`config.mk`:
```
export PLATFORM = sky130hd
export DESIGN_NAME = dip_scan_controller
export DESIGN_NICKNAME = d
export VERILOG_FILES = /design/src/rtl/dip_scan_controller_pkg.sv /design/src/rtl/dip_scan_debounce.sv /design/src/rtl/dip_scan_controller.sv
export SDC_FILE = /design/constraint.sdc
export NUM_CORES = 1
export LEC_CHECK = 0
export CAP_MARGIN = 20
export CORE_UTILIZATION = 45
export CTS_BUF_LIST = sky130_fd_sc_hd__clkbuf_8 sky130_fd_sc_hd__clkbuf_16
export CTS_CLUSTER_DIAMETER = 30
export DETAILED_ROUTE_END_ITERATION = 12
export PLACE_DENSITY_LB_ADDON = 0.25
export SKIP_CTS_REPAIR_TIMING = 1
export SYNTH_ARGS = -nofsm -noshare
export SYNTH_HDL_FRONTEND = slang
export SYNTH_HIERARCHICAL = 1
export SYNTH_SLANG_ARGS = --single-unit
```
`constraint.sdc`:
```
create_clock -name i_CLK -period 1.7 [get_ports i_CLK]
set_clock_uncertainty 0.1 [all_clocks]
set_input_delay 0.34 -clock i_CLK [delete_from_list [all_inputs] [get_ports i_CLK]]
set_output_delay 0.34 -clock i_CLK [all_outputs]
set_load 0.005 [all_outputs]
```
`src/rtl/dip_scan_controller_pkg.sv`:
```
// rtl/dip_scan_controller_pkg.sv - shared constants for the DIP shift-chain scanner
package dip_scan_controller_pkg;

    localparam int DIP_WIDTH = 16;

    // Scan FSM encoding
    localparam logic [2:0] ST_IDLE  = 3'd0;
    localparam logic [2:0] ST_LOAD  = 3'd1;
    localparam logic [2:0] ST_SLOW  = 3'd2;
    localparam logic [2:0] ST_SHIGH = 3'd3;
    localparam logic [2:0] ST_DONE  = 3'd4;

    // Chain control levels while no scan is running
    localparam logic PL_N_IDLE = 1'b1;
    localparam logic SCK_IDLE  = 1'b0;

endpackage

```
`src/rtl/dip_scan_debounce.sv`:
```
// rtl/dip_scan_debounce.sv - multi-scan debounce and publish of the raw switch word
module dip_scan_debounce
    import dip_scan_controller_pkg::*;
#(
    parameter int WIDTH      = DIP_WIDTH,
    parameter int STABLE_CNT = 3
) (
    input  logic             clk,
    input  logic             rst_n,
    input  logic             done,
    input  logic [WIDTH-1:0] raw,
    input  logic             ack,
    output logic [WIDTH-1:0] word,
    output logic             latch,
    output logic             pending
);

    localparam int SW = $clog2(STABLE_CNT + 1);

    logic [WIDTH-1:0] prev_raw;
    logic [SW-1:0]    stable;
    logic [SW-1:0]    stable_next;
    logic             publish;

    always_comb begin
        stable_next = SW'(1);
        if (raw == prev_raw) begin
            stable_next = (stable >= SW'(STABLE_CNT)) ? SW'(STABLE_CNT) : stable + 1'b1;
        end
        publish = done && (stable_next >= SW'(STABLE_CNT)) && (raw != word);
    end

    always_ff @(posedge clk or negedge rst_n) begin
        if (!rst_n) begin
            prev_raw <= '0;
            stable   <= '0;
            word     <= '0;
            latch    <= 1'b0;
            pending  <= 1'b0;
        end else begin
            if (done) begin
                prev_raw <= raw;
                stable   <= stable_next;
            end
            if (publish) begin
                word <= raw;
            end
            latch <= publish;
            // An acknowledge coinciding with a new publish must not lose it
            if (publish || latch) begin
                pending <= 1'b1;
            end else if (ack) begin
                pending <= 1'b0;
            end
        end
    end

endmodule

```
`src/rtl/dip_scan_controller.sv`:
```
// rtl/dip_scan_controller.sv - periodic PISO DIP chain scan, deserialise and debounce
module dip_scan_controller
    import dip_scan_controller_pkg::*;
#(
    parameter int WIDTH      = DIP_WIDTH,
    parameter int SCAN_DIV   = 1000,
    parameter int SCK_HALF   = 2,
    parameter int STABLE_CNT = 3
) (
    input  logic             i_CLK,
    input  logic             i_RESET,
    input  logic             i_Enable,
    input  logic             i_SerData,
    input  logic             i_Ack,
    output logic             o_PL_n,
    output logic             o_SCK,
    output logic [WIDTH-1:0] o_DIP16,
    output logic             o_DIPLatch,
    output logic             o_Pending,
    output logic             o_ScanDone
);

    localparam int TW = (SCAN_DIV > 1) ? $clog2(SCAN_DIV) : 1;
    localparam int PW = (SCK_HALF > 1) ? $clog2(SCK_HALF) : 1;
    localparam int IW = (WIDTH > 1) ? $clog2(WIDTH) : 1;

    logic [TW-1:0]    tick_ctr;
    logic             tick;
    logic [2:0]       state;
    logic [PW-1:0]    phase;
    logic             phase_end;
    logic [IW-1:0]    idx;
    logic [IW-1:0]    bit_pos;
    logic [WIDTH-1:0] shift_reg;

    assign tick      = (tick_ctr == TW'(SCAN_DIV - 1));
    assign phase_end = (phase == PW'(SCK_HALF - 1));
    assign bit_pos   = IW'(WIDTH - 1) - idx;

    always_ff @(posedge i_CLK or negedge i_RESET) begin
        if (!i_RESET) begin
            tick_ctr   <= '0;
            state      <= ST_IDLE;
            phase      <= '0;
            idx        <= '0;
            shift_reg  <= '0;
            o_PL_n     <= PL_N_IDLE;
            o_SCK      <= SCK_IDLE;
            o_ScanDone <= 1'b0;
        end else begin
            tick_ctr   <= tick ? '0 : tick_ctr + 1'b1;
            o_ScanDone <= 1'b0;
            case (state)
                ST_IDLE: begin
                    if (tick && i_Enable) begin
                        state  <= ST_LOAD;
                        phase  <= '0;
                        idx    <= '0;
                        o_PL_n <= 1'b0;
                    end
                end
                ST_LOAD: begin
                    if (phase_end) begin
                        state  <= ST_SLOW;
                        phase  <= '0;
                        o_PL_n <= PL_N_IDLE;
                    end else begin
                        phase <= phase + 1'b1;
                    end
                end
                ST_SLOW: begin
                    // Chain already presents the current bit, so sample before rising SCK
                    if (phase_end) begin
                        shift_reg[bit_pos] <= i_SerData;
                        phase              <= '0;
                        if (idx == IW'(WIDTH - 1)) begin
                            state      <= ST_DONE;
                            o_ScanDone <= 1'b1;
                        end else begin
                            state <= ST_SHIGH;
                            o_SCK <= 1'b1;
                        end
                    end else begin
                        phase <= phase + 1'b1;
                    end
                end
                ST_SHIGH: begin
                    if (phase_end) begin
                        state <= ST_SLOW;
                        phase <= '0;
                        idx   <= idx + 1'b1;
                        o_SCK <= SCK_IDLE;
                    end else begin
                        phase <= phase + 1'b1;
                    end
                end
                ST_DONE: begin
                    state <= ST_IDLE;
                end
                default: begin
                    state  <= ST_IDLE;
                    o_PL_n <= PL_N_IDLE;
                    o_SCK  <= SCK_IDLE;
                end
            endcase
        end
    end

    dip_scan_debounce #(
        .WIDTH      (WIDTH),
        .STABLE_CNT (STABLE_CNT)
    ) u_debounce (
        .clk     (i_CLK),
        .rst_n   (i_RESET),
        .done    (o_ScanDone),
        .raw     (shift_reg),
        .ack     (i_Ack),
        .word    (o_DIP16),
        .latch   (o_DIPLatch),
        .pending (o_Pending)
    );

endmodule

```
Word-level counts from Yosys, hierarchy flattened
Cells that the tools add are included.
{ "op_classes": {"add_sub_neg": 5, "n_mul": 0, "div": 0, "n_lt_le_gt_ge": 4, "n_eq_ne": 14, "shift": 0, "mux": 28, "bitwise": 2, "n_reduce_logical": 19} }
{ "ops": {"columns": ["cell", "n"], "rows": [
  ["16-bit bitwise mux", 1],
  ["16-bit == test", 1],
  ["16-bit != test", 1],
  ["1-bit 2-to-1 mux", 12],
  ["3-bit 2-to-1 mux", 4],
  ["10-bit by 1-bit adder with 10-bit output, second input constant", 1],
  ["10-bit == test, second input constant", 1],
  ["10-bit 2-to-1 mux", 1],
  ["2-bit != test, second input constant", 5],
  ["3-bit one-hot mux with 3 select lines", 1],
  ["3-bit AND reduction", 3],
  ["3-bit OR reduction", 3],
  ["4-bit 2-to-1 mux", 2],
  ["4-bit one-hot mux with 2 select lines", 1],
  ["3-bit by 2-bit == test with 1-bit output, second input constant", 2],
  ["1-bit one-hot mux with 3 select lines", 2],
  ["2-bit nonzero test", 3],
  ["4-bit by 5-bit less-than comparator with 1-bit output, second input constant", 1],
  ["4-bit by 1-bit adder with 4-bit output, second input constant", 1],
  ["1-bit demux with 4-bit select", 1],
  ["4-bit == test, second input constant", 1],
  ["2-bit >= comparator, second input constant", 2],
  ["4-bit by 1-bit >= comparator with 1-bit output, second input constant", 1],
  ["1-bit logical AND", 4],
  ["other kinds (14)", 17]
]} }
{ "totals": {"ff_bits": 73, "latch_bits": 0, "ram_bits": 0, "romBits": 0, "output_inout_bits": 21, "word_cells": 85, "mem_count": 0} }

Logic depth before layout (Yosys ltp)
{ "logic_depth": {"ltp_word": 8, "depth_mapped": 6, "mapped_depth_nobuf": 5} }

Hierarchy
Netlist, hierarchy kept.
{ "modules_own_cells": {"columns": ["module", "n_inst", "cells_each", "area_each_um2", "seq_area_each_um2"], "rows": [
  ["dip_scan_controller", 1, 161, 1851.8, 927.1],
  ["dip_scan_debounce", 1, 127, 1747.9, 900.9]
]} }

Worst setup path after synthesis
Ideal clock, no wire load.
{ "synth_path": {"kind": "flip-flop to flip-flop", "startpoint": "reg shift_reg[1]", "endpoint": "reg u_debounce.word[0]", "setup_time_ps": 125, "t_arrival_ps": 1662, "setup_slack_ps": -187, "stages_incl_launch_ff": 7, "path_cell_list": "dfrtp_1 -> xor2_1 -> nor4_1 -> nand4_1 -> nand4_4 -> buf_6 -> mux2_4"} }
{ "synth_via": {"elab_chain_len": 5, "elab_cells_between_ends": 6, "classes_between": "1 x order compare; 2 x eq/ne; 1 x mux; 2 x reduce/logical"} }
{ "synth_rtl": {"columns": ["item", "line", "rtl"], "rows": [
  ["start, declared", "dip_scan_controller.sv:34", "logic [WIDTH-1:0] shift_reg;"],
  ["start signal, assigned by index", "dip_scan_controller.sv:74", "shift_reg[bit_pos] <= i_SerData;"],
  ["16-bit == test", "dip_scan_debounce.sv:27", "if (raw == prev_raw) begin"],
  ["2-bit 2-to-1 mux", "dip_scan_debounce.sv:27", null],
  ["2-bit >= comparator", "dip_scan_debounce.sv:30", "publish = done && (stable_next >= SW'(STABLE_CNT)) && (raw != word);"],
  ["1-bit logical AND", "dip_scan_debounce.sv:30", null],
  ["1-bit logical AND (*)", "dip_scan_debounce.sv:30", null],
  ["end signal, assigned", "dip_scan_debounce.sv:46", "word <= raw;"],
  ["end, declared", "dip_scan_debounce.sv:13", "output logic [WIDTH-1:0] word,"]
]} }
Mark *: on every way between the ends. The rest lies on a longest branch, timed or not.
A chain may end at the register's enable or synchronous reset.

Final worst setup path
{ "layout_path": {"startpoint": "reg shift_reg[2]", "endpoint": "reg u_debounce.word[1]"} }
Same word-level chain as after synthesis.

==> flow_metrics.tcl <==
set metrics [dict create \
    status "complete, but fails checks" \
    violations "setup timing" \
    relSlewSlack_pct 73.57 \
    rows 32 \
    combinationalPowerShare_pct 5.5 \
    power.density_nw_per_um2 754.1 \
    cts.sinks 73 \
    utilization_pct 60.98 \
    antenna_cells 0 \
    ys_types 43 \
    cp_max_fo 9 \
    cts_buffer_depth 2 \
    p_seq_share_pct 51.1 \
    cp_cell_sequence "xor2_1, nor4_2, nand4_1, nand4_4, buf_12, mux2_4" \
    synth_area_leader_cell "dfrtp_1" \
    critPathMaxStageDelay_ns 0.44 \
    p_switching_w 0.0007733 \
    grt_pass1_wl_um 11880 \
    dp.cells 459 \
    dr.pass1.iters 4 \
    setup_viol 18 \
    cts.clk_slew.worst_paths_ns 0.08 \
    worst-path-stages 6 \
    area_growth_pct 30.90 \
    timing.final.crit_period_ns 2.018 \
    startpoint "shift_reg[2]" \
    fp.dieH_um 91.44 \
    fill_cells 624 \
    place_congestion 0.7239 \
    timing.final.ws_setup_ns -0.3179 \
    synth_top_flop_cell "dfrtp_1" \
    route.detailed.drc 0 \
    place_hpwl_um 4990 \
    synth.area.top_cells "dfrtp_1 50%, mux2_2 12%, xnor2_1 4.6%, xor2_1 4.6%, mux2_4 3.8%" \
    fin_nets 385 \
    endpoint_kind "register" \
    io_buffers 25 \
    tightest_slew_ns 0.3965 \
    track_usage_pct 18.26 \
    cp.buffers_inverters 1 \
    synth.top_cell.area_share_pct 50.05 \
    switching_share_pct 21.76 \
    post-route-period-util_pct 118.7 \
    r2r_slack_ns -0.32 \
    async_flop_share_pct 100.0 \
    critical_path_class "register to register" \
    syn_inst 288 \
    r2r_start "shift_reg[2]" \
    initial_core_util_pct 46.58 \
    drt_iter0_markers 72 \
    critPathArrivalTime_ns 2.15 \
    cts_buffers 9 \
    yosysWarnings 6 \
    hold_class "register to register" \
    synth_edf_count 0 \
    drtAntennaViolNets 0 \
    crit_slowest_cell "dfrtp_2" \
    final_cell_area_um2 4712 \
    ys_seq_elements 73 \
    dieWidth_um 91.44 \
    ys_seq_area_share_pct 50.78 \
    avgSynthCellArea_um2 12.50 \
    synthesis.area_um2 3600 \
    cp_top_family "simple AND/OR/NAND/NOR gates" \
    final_cells 482 \
    dr_total_vias 2431 \
    grt_pass1_vias 2459 \
    rsz0062_at_grt "yes" \
    grt_overflow 0 \
    ff2ff_path_depth 6 \
    r2r_end "u_debounce/word[1]" \
    power.leakage_nw 2.480 \
    grt_max_degree 74 \
    endpoint "u_debounce/word[1]" \
    die_area_um2 8361 \
    start_kind "register" \
    final_max_slew_viol_count 0 \
    max_freq_mhz 495.6 \
    critical_path_required_ns 1.84 \
    peakVddDrop_mv 0.5148 \
    routedWlPerCell_um 14.83 \
    io_pins 26 \
    htreeDepth 3 \
    p_clk_share_pct 43.4 \
    core_area_um2 7727 \
    drive_gt1_share_pct 37.89 \
    worstSkewPairLatency_ns 0.34 \
    viasPerCell 5.044 \
    final.setup.tns_ns -4.973 \
    cts_tree "done" \
    postPlaceCellArea_um2 4320 \
    intPower_w 0.002780 \
    cts_root_buffer "clkbuf_8" \
    cap_violations 0 \
    grt_antenna_before_repair 0 \
    finalHoldViolCount 0 \
    syn-num-nets 298 \
    wirelength_um 7146 \
]
-- cell type report --
class / instances / area [um2] / share of cell area (%)
Clock buffer: 11 / 151.4 / 3.213
Clock inverter: 5 / 78.83 / 1.673
Sequential cell: 73 / 1829 / 38.82
Inverter: 10 / 37.54 / 0.7966
Tap cell: 102 / 127.6 / 2.708
Timing Repair Buffer: 87 / 794.5 / 16.86
Multi-Input combinational cell: 194 / 1693 / 35.93
-- logic make-up (layout without fill, tap and decap cells) --
| kind of cell | after synthesis | after routing | share of synthesized area, % |
|---|---|---|---|
| and+or+nand+nor | 75 | 75 | 13.24 |
| muxes | 50 | 50 | 16.51 |
| buffers and inverters | 21 | 113 | 3.545 |
| DFF | 73 | 73 | 50.78 |
| AOI/OAI and AO/OA | 26 | 26 | 4.936 |
| xor gates and xnor gates | 38 | 38 | 9.246 |
| adders and majority gates | 5 | 5 | 1.738 |
-- per-stage QoR --
step / worst slack (ns) / power, W / hold WS, ns
floorplan: -0.1261 / 0.001927 / -0.05559
global placement: -0.3645 / 0.002035 / 0.3078
detailed placement: -0.4360 / 0.002040 / 0.3033
CTS: -0.4516 / 0.003596 / -0.07796
global route: -0.3953 / 0.003688 / 0.3838
finish: -0.3179 / 0.003553 / 0.3766
-- how the worst min path moves through the flow --
stage                 from  depth (start not counted)            endpoint
2_1_floorplan      i_RESET                          0              idx[0]
3_3_place_gp       i_RESET                          2  u_debounce/word[9]
3_5_place_dp       i_RESET                          2    u_debounce/latch
4_1_cts            i_RESET                          2  u_debounce/word[3]
5_1_grt        tick_ctr[0]                          1         tick_ctr[0]
6_report       tick_ctr[0]                          1         tick_ctr[0]
-- cell usage after synthesis (2+ instances only) --
cell type	count
clkbuf_1	2
clkbuf_8	3
mux2i_1	2
nor3_2	2
nor4_1	4
nor3_1	4
ha_1	5
a31oi_1	3
and4_2	2
inv_1	10
xnor2_1	19
nor3_4	3
nand2_1	22
buf_2	3
buf_6	2
mux2_2	38
nand3_1	6
o21ai_0	8
xor2_1	19
nand4_4	2
a211oi_1	2
mux2_4	9
nand4_1	8
nor2_1	14
dfrtp_1	72
a21oi_1	7
-- worst register-to-register path: stages, from the launching register on --
cell and delay, ns:
dfrtp_2 0.44, xor2_1 0.18, nor4_2 0.35, nand4_1 0.23
nand4_4 0.16, buf_12 0.15, mux2_4 0.30
-- placed cells by master (no fill, tap or decap), drive strengths merged, types with 3 or more instances in the layout --
cell           instances
clkbuf                11
mux2                  48
o21ai                  8
nor4                   4
buf                   62
nand3                  6
nand4                 10
dlymetal6s2s          18
xnor2                 19
nand2                 22
a21oi                  7
nor2                  14
clkdlybuf4s50          6
xor2                  19
a31oi                  3
ha                     5
dfrtp                 72
nor3                   9
inv                   11
-- layer usage --
layer / wire length (um) / up-vias / global-route usage (%) / share of wire (%)
met4: 108 / 0 / 7.672 / 1.5
met5: 0 / - / 0 / 0
met1: 3399 / 1189 / 25.05 / 48
li1: - / 1191 / - / -
met2: 3436 / 39 / 27.76 / 48
met3: 201 / 12 / 4.188 / 2.8
-- power groups by stage --
| stage | Sequential (W) | Clock (W) | Combinational (W) |
|---|---|---|---|
| 2_1_floorplan | 0.00184 | 0 | 0.0000847 |
| 3_3_place_gp | 0.00185 | 0 | 0.000187 |
| 3_5_place_dp | 0.00185 | 0 | 0.000189 |
| 4_1_cts | 0.00182 | 0.00159 | 0.000191 |
| 5_1_grt | 0.00182 | 0.00165 | 0.000214 |
| 6_report | 0.00182 | 0.00154 | 0.000194 |
Note: power is estimated with default switching activity, not from simulation.
